==> config.mk <==
export PLATFORM = sky130hd
export DESIGN_NAME = vc_rr_arbiter
export DESIGN_NICKNAME = d
export VERILOG_FILES = /design/src/rtl/vc_rr_arbiter_pkg.sv /design/src/rtl/vc_rr_arbiter_pick.sv /design/src/rtl/vc_rr_arbiter.sv
export SDC_FILE = /design/constraint.sdc
export NUM_CORES = 1
export LEC_CHECK = 0
export ABC_AREA = 1
export CORE_MARGIN = 2
export CORE_UTILIZATION = 42
export CTS_BUF_LIST = sky130_fd_sc_hd__clkbuf_8
export DETAILED_ROUTE_END_ITERATION = 6
export GPL_ROUTABILITY_DRIVEN = 0
export GPL_TIMING_DRIVEN = 1
export PLACE_DENSITY_LB_ADDON = 0.3
export SLEW_MARGIN = 20
export SYNTH_ARGS = -nofsm -noshare
export SYNTH_HDL_FRONTEND = slang
export SYNTH_SLANG_ARGS = --single-unit
==> constraint.sdc <==
create_clock -name clk -period 1.93 [get_ports clk]
set_input_delay 0.4825 -clock clk [delete_from_list [all_inputs] [get_ports clk]]
set_output_delay 0.4825 -clock clk [all_outputs]
set_load 0.005 [all_outputs]
==> src/rtl/vc_rr_arbiter_pkg.sv <==
// vc_rr_arbiter_pkg: shared constants, state type and one-hot helper for the VC round-robin arbiter.
package vc_rr_arbiter_pkg;
    localparam int DATA_WIDTH_DEF = 10;
    localparam int NUM_VC = 4;
    // Destination class occupies the top CLS_W bits of every word.
    localparam int CLS_W = 2;
    localparam int CLS_HI_OFS = 1;
    localparam int CLS_LO_OFS = 2;
    typedef enum logic {IDLE, ACTIVE} state_t;
    function automatic logic [NUM_VC-1:0] onehot4(input logic [1:0] idx);
        return NUM_VC'(1) << idx;
    endfunction
endpackage

==> src/rtl/vc_rr_arbiter_pick.sv <==
// rr_pick4: combinational round-robin picker scanning last_grant+1 .. last_grant+4 (mod 4).
module rr_pick4
    import vc_rr_arbiter_pkg::*;
(
    input  logic [NUM_VC-1:0] eligible,
    input  logic [1:0]        last_grant,
    output logic [NUM_VC-1:0] grant,
    output logic              grant_valid,
    output logic [1:0]        grant_idx
);
    // Scan from farthest to nearest so the nearest eligible index wins.
    always_comb begin
        grant_valid = 1'b0;
        grant_idx = last_grant;
        for (int k = NUM_VC; k >= 1; k--) begin
            if (eligible[last_grant + 2'(k)]) begin
                grant_valid = 1'b1;
                grant_idx = last_grant + 2'(k);
            end
        end
        grant = grant_valid ? onehot4(grant_idx) : '0;
    end
endmodule

==> src/rtl/vc_rr_arbiter.sv <==
// vc_rr_arbiter: round-robin router from four input VC FIFOs to four output class FIFOs.
module vc_rr_arbiter
    import vc_rr_arbiter_pkg::*;
#(
    parameter int DATA_WIDTH = DATA_WIDTH_DEF
) (
    input  logic                  clk,
    input  logic                  reset,
    input  logic [DATA_WIDTH-1:0] data_in0,
    input  logic [DATA_WIDTH-1:0] data_in1,
    input  logic [DATA_WIDTH-1:0] data_in2,
    input  logic [DATA_WIDTH-1:0] data_in3,
    input  logic [NUM_VC-1:0]     empty_in,
    input  logic [NUM_VC-1:0]     almost_full_out,
    output logic [NUM_VC-1:0]     pop,
    output logic [NUM_VC-1:0]     push,
    output logic [DATA_WIDTH-1:0] data_out,
    output logic                  idle,
    output logic [15:0]           fwd_count
);
    logic [DATA_WIDTH-1:0] heads [NUM_VC];
    logic [CLS_W-1:0]      dest [NUM_VC];
    logic [NUM_VC-1:0]     eligible;
    logic [NUM_VC-1:0]     grant;
    logic                  grant_valid;
    logic [1:0]            grant_idx;
    logic [1:0]            last_grant;
    state_t                state;
    state_t                state_next;

    assign heads[0] = data_in0;
    assign heads[1] = data_in1;
    assign heads[2] = data_in2;
    assign heads[3] = data_in3;

    for (genvar i = 0; i < NUM_VC; i++) begin : g_elig
        assign dest[i] = heads[i][DATA_WIDTH-CLS_HI_OFS -: CLS_W];
        assign eligible[i] = !empty_in[i] && !almost_full_out[dest[i]];
    end

    rr_pick4 u_pick (
        .eligible   (eligible),
        .last_grant (last_grant),
        .grant      (grant),
        .grant_valid(grant_valid),
        .grant_idx  (grant_idx)
    );

    // Popping while held in reset would silently drop words, so pop is gated.
    assign pop = reset ? grant : '0;
    assign idle = (state == IDLE) && (push == '0);

    always_comb begin
        state_next = state;
        case (state)
            IDLE:    if (grant_valid) state_next = ACTIVE;
            ACTIVE:  if (!grant_valid) state_next = IDLE;
            default: state_next = IDLE;
        endcase
    end

    always_ff @(posedge clk or negedge reset) begin
        if (!reset) begin
            state <= IDLE;
            last_grant <= 2'd3;
            push <= '0;
            data_out <= '0;
            fwd_count <= '0;
        end else begin
            state <= state_next;
            push <= grant_valid ? onehot4(dest[grant_idx]) : '0;
            if (grant_valid) begin
                last_grant <= grant_idx;
                data_out <= heads[grant_idx];
                fwd_count <= fwd_count + 16'd1;
            end
        end
    end
endmodule

==> metrics.cfg <==
[run_status]
status=finished with violations
violations=setup timing

[synthesis]
synth.top_cells.by_count=130 x nand2_1, 42 x nand3_1, 31 x dfrtp_1
synth_nets=375
synth_seq_cells=33
synth_ff_type=dfrtp_1
yosysTopAreaCell=dfrtp_1
yosysWarnings=0
avgSynthCellArea_um2=7.457
syn_area_um2=2416
synth_area_leaders=dfrtp_1 32%, nand2_1 20%, nand3_2 9.1%
synth_top_area_share_pct=32.11
yosysSeqAreaShare_pct=34.28
synthCells=324
yosysUniqueCellTypes=29
synth-edff-count=0
synth.most_common_cell=nand2_1
async_flop_share_pct=100.0

[worst_setup_path]
crit_type=flip-flop to output port
arrival_ns=1.99
cp-start-kind=flip-flop
crit_path_end_kind=output port
cp.required_ns=1.45
critPathMaxFanout=3

[route]
wirelength_mm=8.112
via_per_inst=5.194
antenna_left=0
drtIter0Drc=135
remaining_drc_errors=0
wire_per_inst_um=15.28
vias=2758
dr.pass1.iters=5

[die]
die_x_um=79.85
dieHeight_um=79.85
start_util_pct=43.61
placementRows=27
ios=85
dieArea_um2=6375
coreArea_um2=5540

[cells_and_area]
post_layout_nonfiller_instances=531
area_growth_pct=71.67
antennaDiodeCount=0
fill_cells=417
final_net_count=509
drive_gt1_share_pct=40.52

[global_route]
track_usage_pct=24.31
grt_max_degree=34
grt_antenna_before_repair=0
grt_pass1_wl_mm=12.32
grt_pass1_vias=2758
gr-total-overflow=0

[cts]
clockBufferDepth=2
cts_buffers=5
cts-root-buf=clkbuf_8
worstSkewPairLatency_ns=0.28
cts_hold_buf=0
cts_sinks=33
cts_tree=done
htree_levels=2
clkTransAtPathRegs_ns=0.07

[power_and_ir_drop]
power_density_nw_per_um2=1909
total_power_w=0.007918
ir_worst_vdd_v=0.001109
power.leakage_nw=2.084

[timing]
fin_crit_sh_pct=128.3
setup_ws_ns=-0.5453
max_slew_margin_pct=72.64
finalSetupViolCount=31
clock_skew_ns=0.008096
tightest_slew_ns=0.4104
rsz0062_at_grt=yes
timing.hold.ws_ns=0.4945
slew_violations=0
final-hold-violation-count=0
fmax_mhz=404.0
fin_crit_ns=2.475

[placement]
dp.cells=497
hpwl_mm=5.020
pre_cts_slack_ns=-1.182
port_buffers=84

[job]
max_cap_violations=0

[worst_hold_path]
hold_class=flip-flop to flip-flop

==> power breakdown <==
| part | switching [W] | internal (W) | total, W |
|---|---|---|---|
| logic | 0.00347 | 0.00275 | 0.00623 |
| clock network | 0.000237 | 0.000244 | 0.000481 |
| registers | 0.000234 | 0.000976 | 0.00121 |
| total | 0.00394 | 0.00397 | 0.00792 |
==> flip-flops by register name, indices dropped and copies added, names as in the netlist <==
name,flops
fwd_count,16
data_out,10
push,4
state,1
last_grant,2
==> repair_timing <==
item,4_1_cts,5_1_grt
pin swaps,32,29
resized for setup,114,42
cloned,0,2
setup endpoints to repair,36,31
setup buffers,21,12
==> through the flow <==
stage / TNS, ns / instance area [um2] / utilization [%]
2_1_floorplan: -0.4398 / 2471 / -
3_3_place_gp: -22.61 / 3506 / 63.28
3_5_place_dp: -24.03 / 3506 / 63.28
4_1_cts: -6.199 / 3954 / 71.36
5_1_grt: -10.67 / 4148 / 74.86
6_report: -7.273 / 4148 / 74.86
==> worst max-delay path: stages, from the launching register on <==
cell and delay [ns]:
dfstp_2 0.55, buf_6 0.12, xor2_4 0.20, buf_6 0.13, nand2_4 0.05, nand2_4 0.07, inv_4 0.05, buf_4 0.13
nand3_4 0.06, nand2_4 0.07, nor3_4 0.15, buf_2 0.13
==> kinds of logic after synthesis <==
group           synth area share (%)
simple gates                   50.29
buf+inv                        7.923
flops                          34.28
xor+xnor                       6.111
compound gates                0.8804
fa+ha+maj                     0.5178
==> cell usage in the layout, fill, tap and decap left out, types with 5 or more instances in the layout <==
| cell | Yosys | layout |
|---|---|---|
| nand2_4 | 5 | 18 |
| nand3_1 | 42 | 17 |
| nor2_1 | 11 | 11 |
| buf_2 | 1 | 8 |
| dfrtp_1 | 31 | 31 |
| nand2_2 | 9 | 18 |
| inv_1 | 17 | 12 |
| buf_4 | 4 | 40 |
| inv_2 | 8 | 10 |
| xnor2_1 | 8 | 8 |
| clkbuf_8 | 0 | 5 |
| clkdlybuf4s15_2 | 0 | 5 |
| buf_6 | 5 | 8 |
| nand2_1 | 130 | 108 |
| clkdlybuf4s50_1 | 0 | 66 |
| nand3_2 | 22 | 40 |
| nand3_4 | 2 | 9 |
| xor2_1 | 7 | 7 |
==> final timing paths <==
path / slack (ns) / startpoint / endpoint / cells past startpoint
worst max register to register: -0.28 / last_grant[0] / fwd_count[10] / 12
max in group asynchronous: 0.89 / reset / last_grant[1] / 2
min in group asynchronous: 0.72 / reset / state / 2
worst max-delay path: -0.55 / last_grant[0] / pop[3] / 11
worst min register to register: 0.49 / data_out[7] / data_out[7] / 2
worst min-delay path: 0.49 / data_out[7] / data_out[7] / 2
==> per-layer routing <==
metal	global-route usage [%]	vias up	part of all wire, %
li1	-	1299	-
met1	29.17	1301	39
met2	43.11	130	53
met3	6.109	28	5.6
met4	6.610	0	2.8
met5	0	-	0
==> layout make-up <==
type,instances,area (um2),share of cell area [%]
Timing Repair inverter,1,5.005,0.1207
Sequential cell,33,828.3,19.97
Multi-Input combinational cell,255,1754,42.29
Inverter,26,116.4,2.805
Timing Repair Buffer,136,1271,30.65
Clock buffer,5,68.82,1.659
Clock inverter,3,13.76,0.3318
Tap cell,72,90.09,2.172
No activity file was read; power rests on OpenSTA's default activity.
==> variant 1: new RTL, config.mk and constraints unchanged <==
Register the output `fwd_count` once more; this adds one clock of latency there. The other outputs are not delayed to match.
--- a/src/rtl/vc_rr_arbiter.sv
+++ b/src/rtl/vc_rr_arbiter.sv
@@ -18,6 +18,8 @@
     output logic                  idle,
     output logic [15:0]           fwd_count
 );
+
+    logic [15:0] fwd_count_s0;
     logic [DATA_WIDTH-1:0] heads [NUM_VC];
     logic [CLS_W-1:0]      dest [NUM_VC];
     logic [NUM_VC-1:0]     eligible;
@@ -65,16 +67,20 @@
             last_grant <= 2'd3;
             push <= '0;
             data_out <= '0;
-            fwd_count <= '0;
+            fwd_count_s0 <= '0;
         end else begin
             state <= state_next;
             push <= grant_valid ? onehot4(dest[grant_idx]) : '0;
             if (grant_valid) begin
                 last_grant <= grant_idx;
                 data_out <= heads[grant_idx];
-                fwd_count <= fwd_count + 16'd1;
+                fwd_count_s0 <= fwd_count_s0 + 16'd1;
             end
         end
     end
+    always_ff @(posedge clk) begin
+        fwd_count <= fwd_count_s0;
+    end
+
 endmodule
 
Check against the original RTL: not equivalent (Yosys sat finds a counterexample within 4 cycles, from zero or initial values and one cycle with reset low).
==> variant 1 against the original RTL <==
The flow still finishes with violations (negative setup slack). Final area rose by 6.7%. Worst setup slack got worse by 0.063 ns. Synthesized area rose by 15%. Sequential cell count rose by 16. Non-clock buffer count fell by 5. Wire length fell by 7.2%. Hold slack got worse by 0.084 ns. Critical path depth did not move. Combinational power fell by 7.7%. Total power rose by 2.4%. Critical path type unchanged. Largest cell class unchanged. Highest routed layer unchanged.
==> variant 1: results (changes against the original RTL) <==
| Metric | Value |
|---|---|
| Area of the multi-input gates | `1724 um^2 (-1.7%)` |
| CTS resizes | `80 (-30%)` |
| Syn nets | `391 (+4.3%)` |
| Share of layout cells above drive strength 1 | `0.3574 (-0.04778)` |
| Top cells by area in the synthesized netlist | `dfrtp_1, nand2_1, dfxtp_1` |
| Max VDD drop | `0.001338 V (+21%)` |
| Reg area | `1149 um^2 (+39%)` |
| Grt met1 use | `0.2465 (-0.04527)` |
| Global Route met3 Usage | `0.04377 (-0.01731)` |
| Number of global-route vias before repair | `2658 (-3.6%)` |
| Post-synthesis async set-or-reset flop share | `0.6735 (-0.3265)` |
| Wire per inst | `13.76 um (-10%)` |
| Synth Area in XOR/XNOR | `0.05323 (-0.007883)` |
| Synth Area in Compound Gates | `0.007668 (-0.001136)` |
| Violated checks | `negative setup slack` |
| Sequential share of cell area | `0.2595 (+0.05977)` |
| Status | `finished with violations` |
| Clock Power | `726 uW (+51%)` |
| Leakage | `2.194 nW (+5.2%)` |
| Non-CTS buffers | `131 (-3.7%)` |
| Seq power | `1.63 mW (+35%)` |
| Worst slew pin tran | `0.4064 ns (-0.003998 ns)` |
| DP HPWL | `5350 um (+6.6%)` |
| Signal buffers share of area | `0.2759 (-0.03062)` |
| First-pass GRT wire length | `11960 um (-3.0%)` |
| Core area | `6386 um^2 (+15%)` |
| Final critical-path setup slack | `-0.6080 ns (-0.06271 ns)` |
| Fin nets | `520 (+2.2%)` |
| DP Worst Slack | `-1.248 ns (-0.06684 ns)` |
| Switching part of the total power | `0.4647 (-0.03352)` |
| Skew final | `0.008388 ns (+0.0002918 ns)` |
| Placed Area | `3915 um^2 (+12%)` |
| Initial drt markers | `74 (-45%)` |
| Synth cell types | `31 (+6.9%)` |
| Layout clock area frac | `0.02544 (+0.005529)` |
| Register area share after synthesis | `0.4141 (+0.07125)` |
| Max FO, Critical Path | `4 (+1)` |
| Main flop type after synthesis | `dfrtp_1` |
| Number of buffers created by CTS | `5 (unchanged)` |
| Initial antenna violation count | `0 (unchanged)` |
| Synth top cells by count | `nand2_1, nand3_1, dfrtp_1, nand3_2` |
| Post-CTS setup buffer count | `12 (-43%)` |
| CTS clk-pin slew, worst paths | `0.09 ns (+0.02 ns)` |
| Regs by FF count | `fwd_count x16, fwd_count_s0 x16, data_out x10` |
| Met2 GRT Util | `0.3551 (-0.07598)` |
| Final Setup Violations | `33 (+6.5%)` |
| Synth Area per Inst | `8.159 um^2 (+9.4%)` |
| DR vias/cell | `4.945 (-4.8%)` |
| Tightest Hold Check Type | `reg2reg` |
| Filler cell count | `494 (+18%)` |
| Power per cell area | `1831 nW/um^2 (-4.1%)` |
| Critical path arrival | `2.06 ns (+0.07 ns)` |
| Setup TNS | `-8.299 ns (-1.026 ns)` |
| Synth Area in Adders | `0.004511 (-0.0006681)` |
| Layout Cells excl Fill | `547 (+3.0%)` |
| Seq cells post-synth | `49 (+48%)` |
| Clock latency on the worst-skew pair | `0.31 ns (+0.03 ns)` |
| Total Routing Usage GR | `0.2033 (-0.03979)` |
variant 1: routing by layer:
layer / vias up / share of wire
met5: - / 0
met4: 0 / 0.033
met3: 26 / 0.058
met2: 101 / 0.50
met1: 1236 / 0.41
li1: 1342 / -
variant 1: final timing paths:
check                                      start          endpoint  slack, ns  depth (start not counted)
worst min register to register  fwd_count_s0[13]     fwd_count[13]       0.41                          0
worst max register to register     last_grant[0]   fwd_count_s0[6]      -0.40                         15
min in group asynchronous                  reset  fwd_count_s0[12]       0.74                          2
max in group asynchronous                  reset     last_grant[0]       0.84                          2
worst max-delay path               last_grant[0]            pop[1]      -0.61                         11
worst min-delay path            fwd_count_s0[13]     fwd_count[13]       0.41                          0
variant 1: critical path: stages (launching register included):
cell	delay [ns]
dfstp_2	0.57
buf_12	0.11
xor2_4	0.21
inv_2	0.10
nand2_2	0.07
nand2_2	0.05
nand3_2	0.07
nand3_2	0.09
nand2_4	0.10
inv_4	0.05
nor3_2	0.18
buf_2	0.15
==> variant 2: new RTL, config.mk and constraints unchanged <==
Without the edit above. Make the reset (`reset`) synchronous in one clocked block.
--- a/src/rtl/vc_rr_arbiter.sv
+++ b/src/rtl/vc_rr_arbiter.sv
@@ -59,7 +59,7 @@
         endcase
     end
 
-    always_ff @(posedge clk or negedge reset) begin
+    always_ff @(posedge clk) begin
         if (!reset) begin
             state <= IDLE;
             last_grant <= 2'd3;
Behaviour: differs if reset is asserted again (counterexample within 4 cycles, from zero or initial values and one cycle with reset low); with reset held inactive, the same outputs for 10 cycles.
==> variant 2 against the original RTL <==
The flow still finishes with violations (negative setup slack). Synthesized area decreased by 11%. Wire length up 36%. Final area increased by 3.7%. Non-clock buffer count is 19 higher. Total power down 13%. Worst setup slack improved by 0.014 ns. Core utilization grew 10 points. Sequential cell count stayed put. Largest cell class unchanged.
==> variant 2: results (changes against the original RTL) <==
| Metric | Value |
|---|---|
| Initial drt markers | `253 (+87%)` |
| Synth Area per Inst | `6.181 um^2 (-17%)` |
| Final Setup Violations | `18 (-42%)` |
| Register area share after synthesis | `0.3063 (-0.03656)` |
| Pint | `3.445 mW (-13%)` |
| Setup TNS | `-3.927 ns (+3.346 ns)` |
| DP HPWL | `5285 um (+5.3%)` |
| Max VDD drop | `0.001094 V (-1.4%)` |
| Share of layout cells above drive strength 1 | `0.4683 (+0.06303)` |
| Number of global-route vias before repair | `3124 (+13%)` |
| Placed insts | `531 (+6.8%)` |
| Synth cell types | `27 (-6.9%)` |
| Leakage | `1.884 nW (-9.6%)` |
| Layout Cells excl Fill | `574 (+8.1%)` |
| Placed Area | `3329 um^2 (-5.0%)` |
| Pin count of the biggest net entering global routing | `16 (-53%)` |
| Wire per inst | `19.29 um (+26%)` |
| Fin nets | `554 (+8.8%)` |
| Status | `finished with violations` |
| Worst slew pin tran | `0.3314 ns (-0.07897 ns)` |
| Total Routing Usage GR | `0.3317 (+0.08863)` |
| Synth top cells by count | `nand2_1, nand3_1, dfxtp_1, inv_1, nor3_1` |
| Filler cell count | `243 (-42%)` |
| Max FO, Critical Path | `4 (+1)` |
| Via count | `3277 (+19%)` |
| Syn nets | `400 (+6.7%)` |
| Main flop type after synthesis | `dfxtp_1` |
| Final critical-path setup slack | `-0.5311 ns (+0.01422 ns)` |
| Post-synthesis async set-or-reset flop share | `0 (-1.000)` |
| Worst path max stage delay | `0.21 ns (-0.34 ns)` |
| Slowest cell on the critical path | `nor3_2` |
| First-pass GRT wire length | `14350 um (+16%)` |
| Area of the multi-input gates | `1853 um^2 (+5.6%)` |
| Violated checks | `negative setup slack` |
variant 2: changes by cell type in the layout (fill, tap and decap cells not counted), moves of 13 or more:
| cell | delta |
|---|---|
| a21oi_1 | +13 |
| dfrtp_1 | -31 |
| buf_4 | +21 |
| nand2_1 | -32 |
| dfxtp_1 | +31 |
| nand2_2 | +26 |
variant 2: per-layer routing:
metal	share of wire	track usage	vias to the layer above
met2	0.48	0.6039	224
met5	0	0	-
met4	0.066	0.1598	0
met1	0.37	0.3545	1531
li1	-	-	1444
met3	0.085	0.08598	78
variant 2: logic make-up (layout without fill, tap and decap cells):
| group | after synthesis | in the layout | share of synthesized area |
|---|---|---|---|
| buffers and inverters | 45 | 199 | 0.09918 |
| DFF | 33 | 33 | 0.3063 |
| AOI/OAI and AO/OA | 18 | 18 | 0.04350 |
| and+or+nand+nor | 243 | 244 | 0.5052 |
| adders and majority gates | 1 | 1 | 0.005800 |
| xor gates and xnor gates | 9 | 9 | 0.04003 |
variant 2: worst paths after layout:
path                 startpoint           to  slack, ns  depth (start not counted)
min reg2reg         data_out[3]  data_out[3]       0.47                          2
max reg2reg       last_grant[0]      push[1]      -0.19                         16
max          almost_full_out[1]       pop[1]      -0.53                         14
min                 data_out[3]  data_out[3]       0.47                          2
variant 2: per-stage QoR:
step	power (mW)	setup slack, ns
after floorplan	2.887	-0.1791
after global placement	4.123	-1.235
after detailed placement	4.204	-1.336
after CTS	5.977	-0.4554
after global routing	7.237	-0.6228
final	6.910	-0.5311
variant 2: layout make-up:
class                      count  area share
timing repair buffer         155      0.3298
clock inverter                 2    0.007853
multi-input combinational    272      0.4308
clock buffer                   6     0.01920
inverter                      36     0.03723
sequential                    33      0.1547
tap                           70     0.02036
variant 2: what timing repair did:
| item | 4_1_cts | 5_1_grt |
|---|---|---|
| endpoints found under the setup margin | 37 | 32 |
| gates cloned | 1 | 1 |
| buffers inserted | 47 | 3 |
| gates resized for setup | 173 | 81 |
| pin swaps | 50 | 41 |
variant 2: power groups by stage:
stage | clock (mW) | sequential, mW | combinational [mW]
global route | 0.716 | 0.980 | 5.54
floorplan | 0 | 0.935 | 1.95
detailed placement | 0 | 0.937 | 3.27
global placement | 0 | 0.929 | 3.19
CTS | 0.686 | 0.948 | 4.34
finish | 0.692 | 0.968 | 5.25
variant 2: worst max-delay path: cells and delay by family:
kind,cells,cell delay (ns)
simple gates,10,1.00
buf+inv,4,0.51
